File: config.mk
export PLATFORM = sky130hd
export DESIGN_NAME = fp_pack_special
export DESIGN_NICKNAME = d
export VERILOG_FILES = /design/src/rtl/fp_pack_pkg.sv /design/src/rtl/fp_round_rne.sv /design/src/rtl/fp_pack_special.sv
export SDC_FILE = /design/constraint.sdc
export NUM_CORES = 1
export LEC_CHECK = 0
export BUFFER_PORTS_ARGS = -buffer_cell sky130_fd_sc_hd__buf_2
export CAP_MARGIN = 30
export CORE_ASPECT_RATIO = 2
export CORE_UTILIZATION = 38
export DETAILED_ROUTE_END_ITERATION = 7
export GPL_TIMING_DRIVEN = 0
export MAX_ROUTING_LAYER = met4
export SLEW_MARGIN = 20
export SYNTH_ARGS = -nofsm -noshare
export SYNTH_HDL_FRONTEND = slang
export SYNTH_HIERARCHICAL = 1
export SYNTH_SLANG_ARGS = --single-unit
File: constraint.sdc
create_clock -name clk -period 9.12 [get_ports clk]
set_clock_uncertainty 0.15 [all_clocks]
set_input_delay 0.912 -clock clk [delete_from_list [all_inputs] [get_ports clk]]
set_output_delay 0.912 -clock clk [all_outputs]
set_load 0.02 [all_outputs]
File: src/rtl/fp_pack_pkg.sv
// Shared types and constants for the single-precision result packer.
package fp_pack_pkg;

    typedef enum logic [1:0] {StIdle, StNorm, StRound, StOut} state_e;

    localparam int unsigned MANT_W = 28;
    localparam int unsigned SIG_W  = 24;
    localparam int unsigned GRS_W  = 3;
    localparam int unsigned EXP_W  = 11;

    localparam int          BIAS     = 127;
    localparam int          EXP_INF  = 255;
    localparam logic [31:0] QNAN     = 32'h7FC0_0000;
    localparam logic [30:0] INF_BITS = 31'h7F80_0000;

endpackage

File: src/rtl/fp_round_rne.sv
// Round-to-nearest-even increment on a 24-bit significand with guard/round/sticky bits.
module fp_round_rne
    import fp_pack_pkg::*;
(
    input  logic [SIG_W-1:0] sig_i,
    input  logic [GRS_W-1:0] grs_i,
    output logic [SIG_W:0]   sum_o,
    output logic             carry_o,
    output logic             inexact_o
);

    logic inc;

    always_comb begin
        inc       = grs_i[2] & (grs_i[1] | grs_i[0] | sig_i[0]);
        sum_o     = {1'b0, sig_i} + {{SIG_W{1'b0}}, inc};
        carry_o   = sum_o[SIG_W];
        inexact_o = |grs_i;
    end

endmodule

File: src/rtl/fp_pack_special.sv
// Sequential IEEE-754 single packer: bit-serial normalise, RNE round, special encodings.
// Define FP_PACK_DENORM_EN for gradual underflow; otherwise tiny results flush to zero.
module fp_pack_special
    import fp_pack_pkg::*;
(
    input  logic              clk,
    input  logic              rst_n,
    input  logic              in_valid_i,
    output logic              in_ready_o,
    input  logic              in_sign_i,
    input  logic [9:0]        in_exp_i,
    input  logic [MANT_W-1:0] in_mant_i,
    input  logic              in_nan_i,
    input  logic              in_inf_i,
    output logic              out_valid_o,
    input  logic              out_ready_i,
    output logic [31:0]       out_data_o,
    output logic              out_ovf_o,
    output logic              out_unf_o,
    output logic              out_inx_o
);

    state_e                   state_q, state_d;
    logic                     sign_q, sign_d;
    logic signed [EXP_W-1:0]  exp_q, exp_d;
    logic [MANT_W-1:0]        mant_q, mant_d;
    logic [31:0]              data_q, data_d;
    logic                     ovf_q, ovf_d, unf_q, unf_d, inx_q, inx_d;

    logic [SIG_W:0]           rnd_sum;
    logic                     rnd_carry, rnd_inexact;
    logic [SIG_W-1:0]         sig_r;
    logic signed [EXP_W-1:0]  exp_r;
    logic [7:0]               field_r;

    fp_round_rne u_round (
        .sig_i     (mant_q[26:3]),
        .grs_i     (mant_q[2:0]),
        .sum_o     (rnd_sum),
        .carry_o   (rnd_carry),
        .inexact_o (rnd_inexact)
    );

    always_comb begin
        state_d = state_q;
        sign_d  = sign_q;
        exp_d   = exp_q;
        mant_d  = mant_q;
        data_d  = data_q;
        ovf_d   = ovf_q;
        unf_d   = unf_q;
        inx_d   = inx_q;
        sig_r   = rnd_carry ? rnd_sum[SIG_W:1] : rnd_sum[SIG_W-1:0];
        exp_r   = exp_q + (rnd_carry ? EXP_W'(1) : EXP_W'(0));
        field_r = sig_r[SIG_W-1] ? exp_r[7:0] : 8'd0;

        unique case (state_q)
            StIdle: begin
                if (in_valid_i) begin
                    ovf_d = 1'b0;
                    unf_d = 1'b0;
                    inx_d = 1'b0;
                    if (in_nan_i) begin
                        data_d  = QNAN;
                        state_d = StOut;
                    end else if (in_inf_i) begin
                        data_d  = {in_sign_i, INF_BITS};
                        state_d = StOut;
                    end else if (in_mant_i == '0) begin
                        data_d  = {in_sign_i, 31'b0};
                        state_d = StOut;
                    end else begin
                        sign_d  = in_sign_i;
                        exp_d   = {in_exp_i[9], in_exp_i};
                        mant_d  = in_mant_i;
                        state_d = StNorm;
                    end
                end
            end
            StNorm: begin
                // Right shifts fold the dropped bit into sticky so inexact is never lost.
                if (mant_q[27]) begin
                    mant_d = {1'b0, mant_q[27:2], mant_q[1] | mant_q[0]};
                    exp_d  = exp_q + EXP_W'(1);
`ifdef FP_PACK_DENORM_EN
                end else if (exp_q < -26) begin
                    mant_d = {27'b0, |mant_q};
                    exp_d  = EXP_W'(1);
                end else if (exp_q < 1) begin
                    mant_d = {1'b0, mant_q[27:2], mant_q[1] | mant_q[0]};
                    exp_d  = exp_q + EXP_W'(1);
`else
                end else if (exp_q < 1) begin
                    state_d = StRound;
`endif
                end else if (!mant_q[26] && exp_q > 1) begin
                    mant_d = {mant_q[26:0], 1'b0};
                    exp_d  = exp_q - EXP_W'(1);
                end else begin
                    state_d = StRound;
                end
            end
            StRound: begin
                state_d = StOut;
                if (exp_r >= EXP_INF) begin
                    data_d = {sign_q, INF_BITS};
                    ovf_d  = 1'b1;
                    unf_d  = 1'b0;
                    inx_d  = 1'b1;
`ifndef FP_PACK_DENORM_EN
                end else if (exp_q < 1 || !sig_r[SIG_W-1]) begin
                    data_d = {sign_q, 31'b0};
                    ovf_d  = 1'b0;
                    unf_d  = 1'b1;
                    inx_d  = 1'b1;
`endif
                end else begin
                    data_d = {sign_q, field_r, sig_r[SIG_W-2:0]};
                    ovf_d  = 1'b0;
                    unf_d  = (field_r == 8'd0) & rnd_inexact;
                    inx_d  = rnd_inexact;
                end
            end
            StOut: begin
                if (out_ready_i) begin
                    state_d = StIdle;
                end
            end
            default: state_d = StIdle;
        endcase
    end

    always_ff @(posedge clk or negedge rst_n) begin
        if (!rst_n) begin
            state_q <= StIdle;
            sign_q  <= 1'b0;
            exp_q   <= '0;
            mant_q  <= '0;
            data_q  <= '0;
            ovf_q   <= 1'b0;
            unf_q   <= 1'b0;
            inx_q   <= 1'b0;
        end else begin
            state_q <= state_d;
            sign_q  <= sign_d;
            exp_q   <= exp_d;
            mant_q  <= mant_d;
            data_q  <= data_d;
            ovf_q   <= ovf_d;
            unf_q   <= unf_d;
            inx_q   <= inx_d;
        end
    end

    assign in_ready_o  = (state_q == StIdle) & rst_n;
    assign out_valid_o = (state_q == StOut);
    assign out_data_o  = data_q;
    assign out_ovf_o   = ovf_q;
    assign out_unf_o   = unf_q;
    assign out_inx_o   = inx_q;

endmodule

==> results.txt <==
----------------------------------------------------
[Drt]
  Length of routed met3 wiring ... 717 µm
  Pre-Repair DR Iteration Count ... 8
  Post-detailed-route DRC marker count ... 2
  Met2 WL ... slightly below 9 mm
  Antenna Violating Nets Remaining ... 0
  Avg WL per Cell ... ~19 µm
  Final WL ... 16.5 mm
  Count of vias placed by the detailed router ... 5154
  First-iteration detailed-routing DRC count ... 412
  Routed met1 length ... 5.86 mm
  Top routing layer used ... met4
  Avg Vias per Cell ... about 5.9

[Critical path]
  Critical path startpoint category ... flop
  Worst endpoint required time ... between 9000 and 10000 ps
  Ordered cell list for the critical path ... and2_1 > ha_1 > nand4_1 > nor4_1 > and3_1 > ha_1 > ha_1 > nand2_1 > o31ai_2 > a32oi_1 > o41a_2 > o211ai_4 > buf_6 > o31ai_1
  CP max-delay cell ... sky130_fd_sc_hd__nor4_1
  Most common cell on crit path ... sky130_fd_sc_hd__ha_1
  Max FO, Critical Path ... 10
  Delay contributed by the slowest stage of the critical path ... 710 ps
  Number of cell instances on the worst register-to-register path ... 14
  Critical path data arrival time ... 4650 ps
  Class of the most critical setup path ... reg -> reg
  Kind of capture point of the worst setup path ... flop

[Timing]
  Setup repair after global routing missed its margin ... no
  Maximum achievable frequency ... 218 MHz
  Period utilisation layout ... 0.504
  Final min period ... 4590 ps
  Final Setup Violations ... 0
  Worst max-slew margin expressed relative to the limit ... 0.442
  Number of pins with negative max-slew slack in the final report ... 0
  Slew @ Worst Pin ... 830 ps
  Hold Violations, Final ... 0
  Total negative slack ... 0 ps

[Global route]
  GRT overflow ... 0
  First-pass GRT wire length ... approximately 26 mm
  Number of global-route vias before repair ... around 5100
  Total track usage ... 0.240
  Pin count of the biggest net entering global routing ... 45
  Number of antenna violations at the first check in global routing ... 0

[Run status]
  Outcome ... finished, violations left
  Violations in the final reports ... DRC

[Die]
  IO Count ... 82
  Initial cell density of the core ... 0.391
  Overall die area ... 14500 µm²
  Die Wd ... between 80 and 90 µm
  Total core area ... 13600 µm²
  Floorplan die height ... approximately 170 µm
  Std cell rows ... 60

[Final layout]
  Layout Nets ... 744
  Synth-to-Final Area Change ... 18.3%
  Leading cell type in the layout, fill and taps excluded ... sky130_fd_sc_hd__nand2_1
  Number of inserted diodes ... 0
  Commonest non-fill, non-tap cells in the layout ... sky130_fd_sc_hd__nand2_1 (92), sky130_fd_sc_hd__buf_2 (87), sky130_fd_sc_hd__dfrtp_1 (77)
  Fraction of layout cells with a size suffix above 1 ... 0.198

[CTS]
  Post-cts repair resize count ... 0
  Buffers from clock root to sink, at most ... 2
  Clock slew at the register clock pins of the worst setup and hold paths ... 70 ps
  TritonCTS clock tree ... yes
  Cell at the root of the clock tree ... sky130_fd_sc_hd__clkbuf_16
  Hold-fix buffer count after cts ... 0
  Clock Sink Count ... just under 80
  Number of levels the H-tree was split into ... 3
  Post-CTS setup buffer count ... 0
  Clk_lat worst skew ... 340 ps
  Number of CTS-inserted buffers ... 9

[Synth]
  Mapped Nets ... 651
  Distinct cell type count of the synthesized netlist ... 68
  Sequential element share of the synthesized area ... 0.362
  Cell area after synthesis ... 5320 µm²
  Total number of yosys warnings ... 6
  Mean instance size in the synthesized netlist ... 8.94 µm²
  Share of synthesized flip-flops with an asynchronous set or reset ... 1.00
  Most used flip-flop cell after synthesis ... sky130_fd_sc_hd__dfrtp_1
  Count of state elements after synthesis ... 77
  Mapped Cells ... 595
  Number of flops mapped to enable cells by yosys ... 0

[Job]
  Max-cap viol count ... 0

[Min path]
  Worst Hold Depth ... 2
  Worst min path class ... reg -> reg

[Power]
  Overall power consumption ... 2090 µW
  Power Density ... about 330 nW/µm²
  Static leakage ... 0.00259 µW
  Largest voltage drop on the vdd net ... 0.166 mV

[Placement]
  Placed wire-length estimate after detailed placement ... 12.8 mm
  Total of buffers placed on input and output ports ... 81
  GP Congestion ... roughly 1

----------------------------------------------------
[cell type report]
type,instances,area (µm²)
flip-flops and latches,77,1930
multi-input cells,462,3070
clock inverters,7,81.3
inverters,11,41.3
plain buffers,45,280
clock buffers,9,225
repair buffers,82,435
well taps,186,233
fillers,1346,7290
[worst paths after layout]
kind / startpoint / endpoint / slack (ps)
min in group asynchronous: rst_n / mant_q[4] / 390
hold reg to reg: out_data_o[11] / out_data_o[11] / 320
hold / removal: out_data_o[11] / out_data_o[11] / 320
setup reg to reg: mant_q[2] / out_data_o[5] / 4530
setup / recovery: mant_q[2] / out_data_o[5] / 4530
max in group asynchronous: rst_n / out_data_o[21] / 7820
[per-layer routing]
metal	GRT usage	up-vias
met5	-	-
met3	0.0384	61
li1	-	2436
met4	0.143	0
met1	0.242	2469
met2	0.429	188
[cell families (layout without fill, tap and decap cells)]
family,count (synthesis),in the layout,share of synthesized area
flip-flops,77,77,0.362
adder cells (fa/ha/maj),11,11,0.0259
multiplexers,28,28,0.0529
AND/OR/NAND/NOR,215,215,0.208
XOR/XNOR,29,29,0.0478
buffers and inverters,56,154,0.0605
AO/OA/AOI/OAI,179,179,0.243
[power breakdown]
| part | switching (µW) | internal (µW) | leakage, µW | total, µW |
|---|---|---|---|---|
| Sequential | 173 | 465 | 0.000980 | 638 |
| Combinational | 679 | 395 | 0.00146 | 1070 |
| Clock | 158 | 216 | 0.000147 | 374 |
| Total | 1010 | 1080 | 0.00259 | 2090 |
[stage by stage]
| stage | std cells | setup WS, ps | utilization | hold WS (ps) | cell area [µm²] |
|---|---|---|---|---|---|
| 3_3_place_gp | 862 | 4710 | 0.438 | 308 | 5960 |
| 2_1_floorplan | 595 | 5500 | - | 330 | 5320 |
| 3_5_place_dp | 863 | 4650 | 0.441 | 316 | 5990 |
| 4_1_cts | 879 | 4610 | 0.463 | 331 | 6290 |
| 5_1_grt | 879 | 4310 | 0.463 | 342 | 6290 |
| 6_report | 879 | 4530 | 0.463 | 324 | 6290 |
[critical path: cells and delay by family, from the launching register on]
family,cells,cell delay [ps]
AOI/OAI and AO/OA,5,1250
DFF,1,500
and+or+nand+nor,5,1520
adders and majority gates,3,840
buffers and inverters,1,190
[sequential cells by signal (all words and copies together), names as in the netlist]
register    count
mant_q         28
out_inx_o       1
out_ovf_o       1
out_unf_o       1
exp_q          11
sign_q          1
out_data_o     32
state_q         2
[cell usage after synthesis (3+ instances only)]
cell / count / area (µm²)
sky130_fd_sc_hd__o31ai_1: 22 / 165
sky130_fd_sc_hd__nor3_1: 10 / 50.1
sky130_fd_sc_hd__o22ai_1: 10 / 62.6
sky130_fd_sc_hd__buf_6: 10 / 113
sky130_fd_sc_hd__a32oi_1: 5 / 43.8
sky130_fd_sc_hd__o21ai_0: 49 / 245
sky130_fd_sc_hd__nand4_4: 3 / 63.8
sky130_fd_sc_hd__clkbuf_1: 20 / 75.1
sky130_fd_sc_hd__xor2_1: 13 / 114
sky130_fd_sc_hd__ha_1: 11 / 138
sky130_fd_sc_hd__nand3_2: 3 / 30.0
sky130_fd_sc_hd__mux2i_1: 27 / 270
sky130_fd_sc_hd__nand3_1: 13 / 65.1
sky130_fd_sc_hd__and2_1: 7 / 43.8
sky130_fd_sc_hd__nor2_1: 33 / 124
sky130_fd_sc_hd__buf_4: 3 / 22.5
sky130_fd_sc_hd__nand4_1: 10 / 62.6
sky130_fd_sc_hd__inv_1: 10 / 37.5
sky130_fd_sc_hd__o21a_1: 6 / 45.0
sky130_fd_sc_hd__xnor2_1: 16 / 140
sky130_fd_sc_hd__o211ai_1: 5 / 37.5
sky130_fd_sc_hd__nor4_1: 13 / 81.3
sky130_fd_sc_hd__a221oi_1: 3 / 26.3
sky130_fd_sc_hd__nand2_1: 92 / 345
sky130_fd_sc_hd__nand2b_1: 8 / 50.1
sky130_fd_sc_hd__a222oi_1: 24 / 240
sky130_fd_sc_hd__buf_2: 7 / 35.0
sky130_fd_sc_hd__dfrtp_1: 77 / 1930
sky130_fd_sc_hd__and3_1: 9 / 56.3
sky130_fd_sc_hd__a21oi_1: 25 / 125
Power figures use the tool's default switching activity.
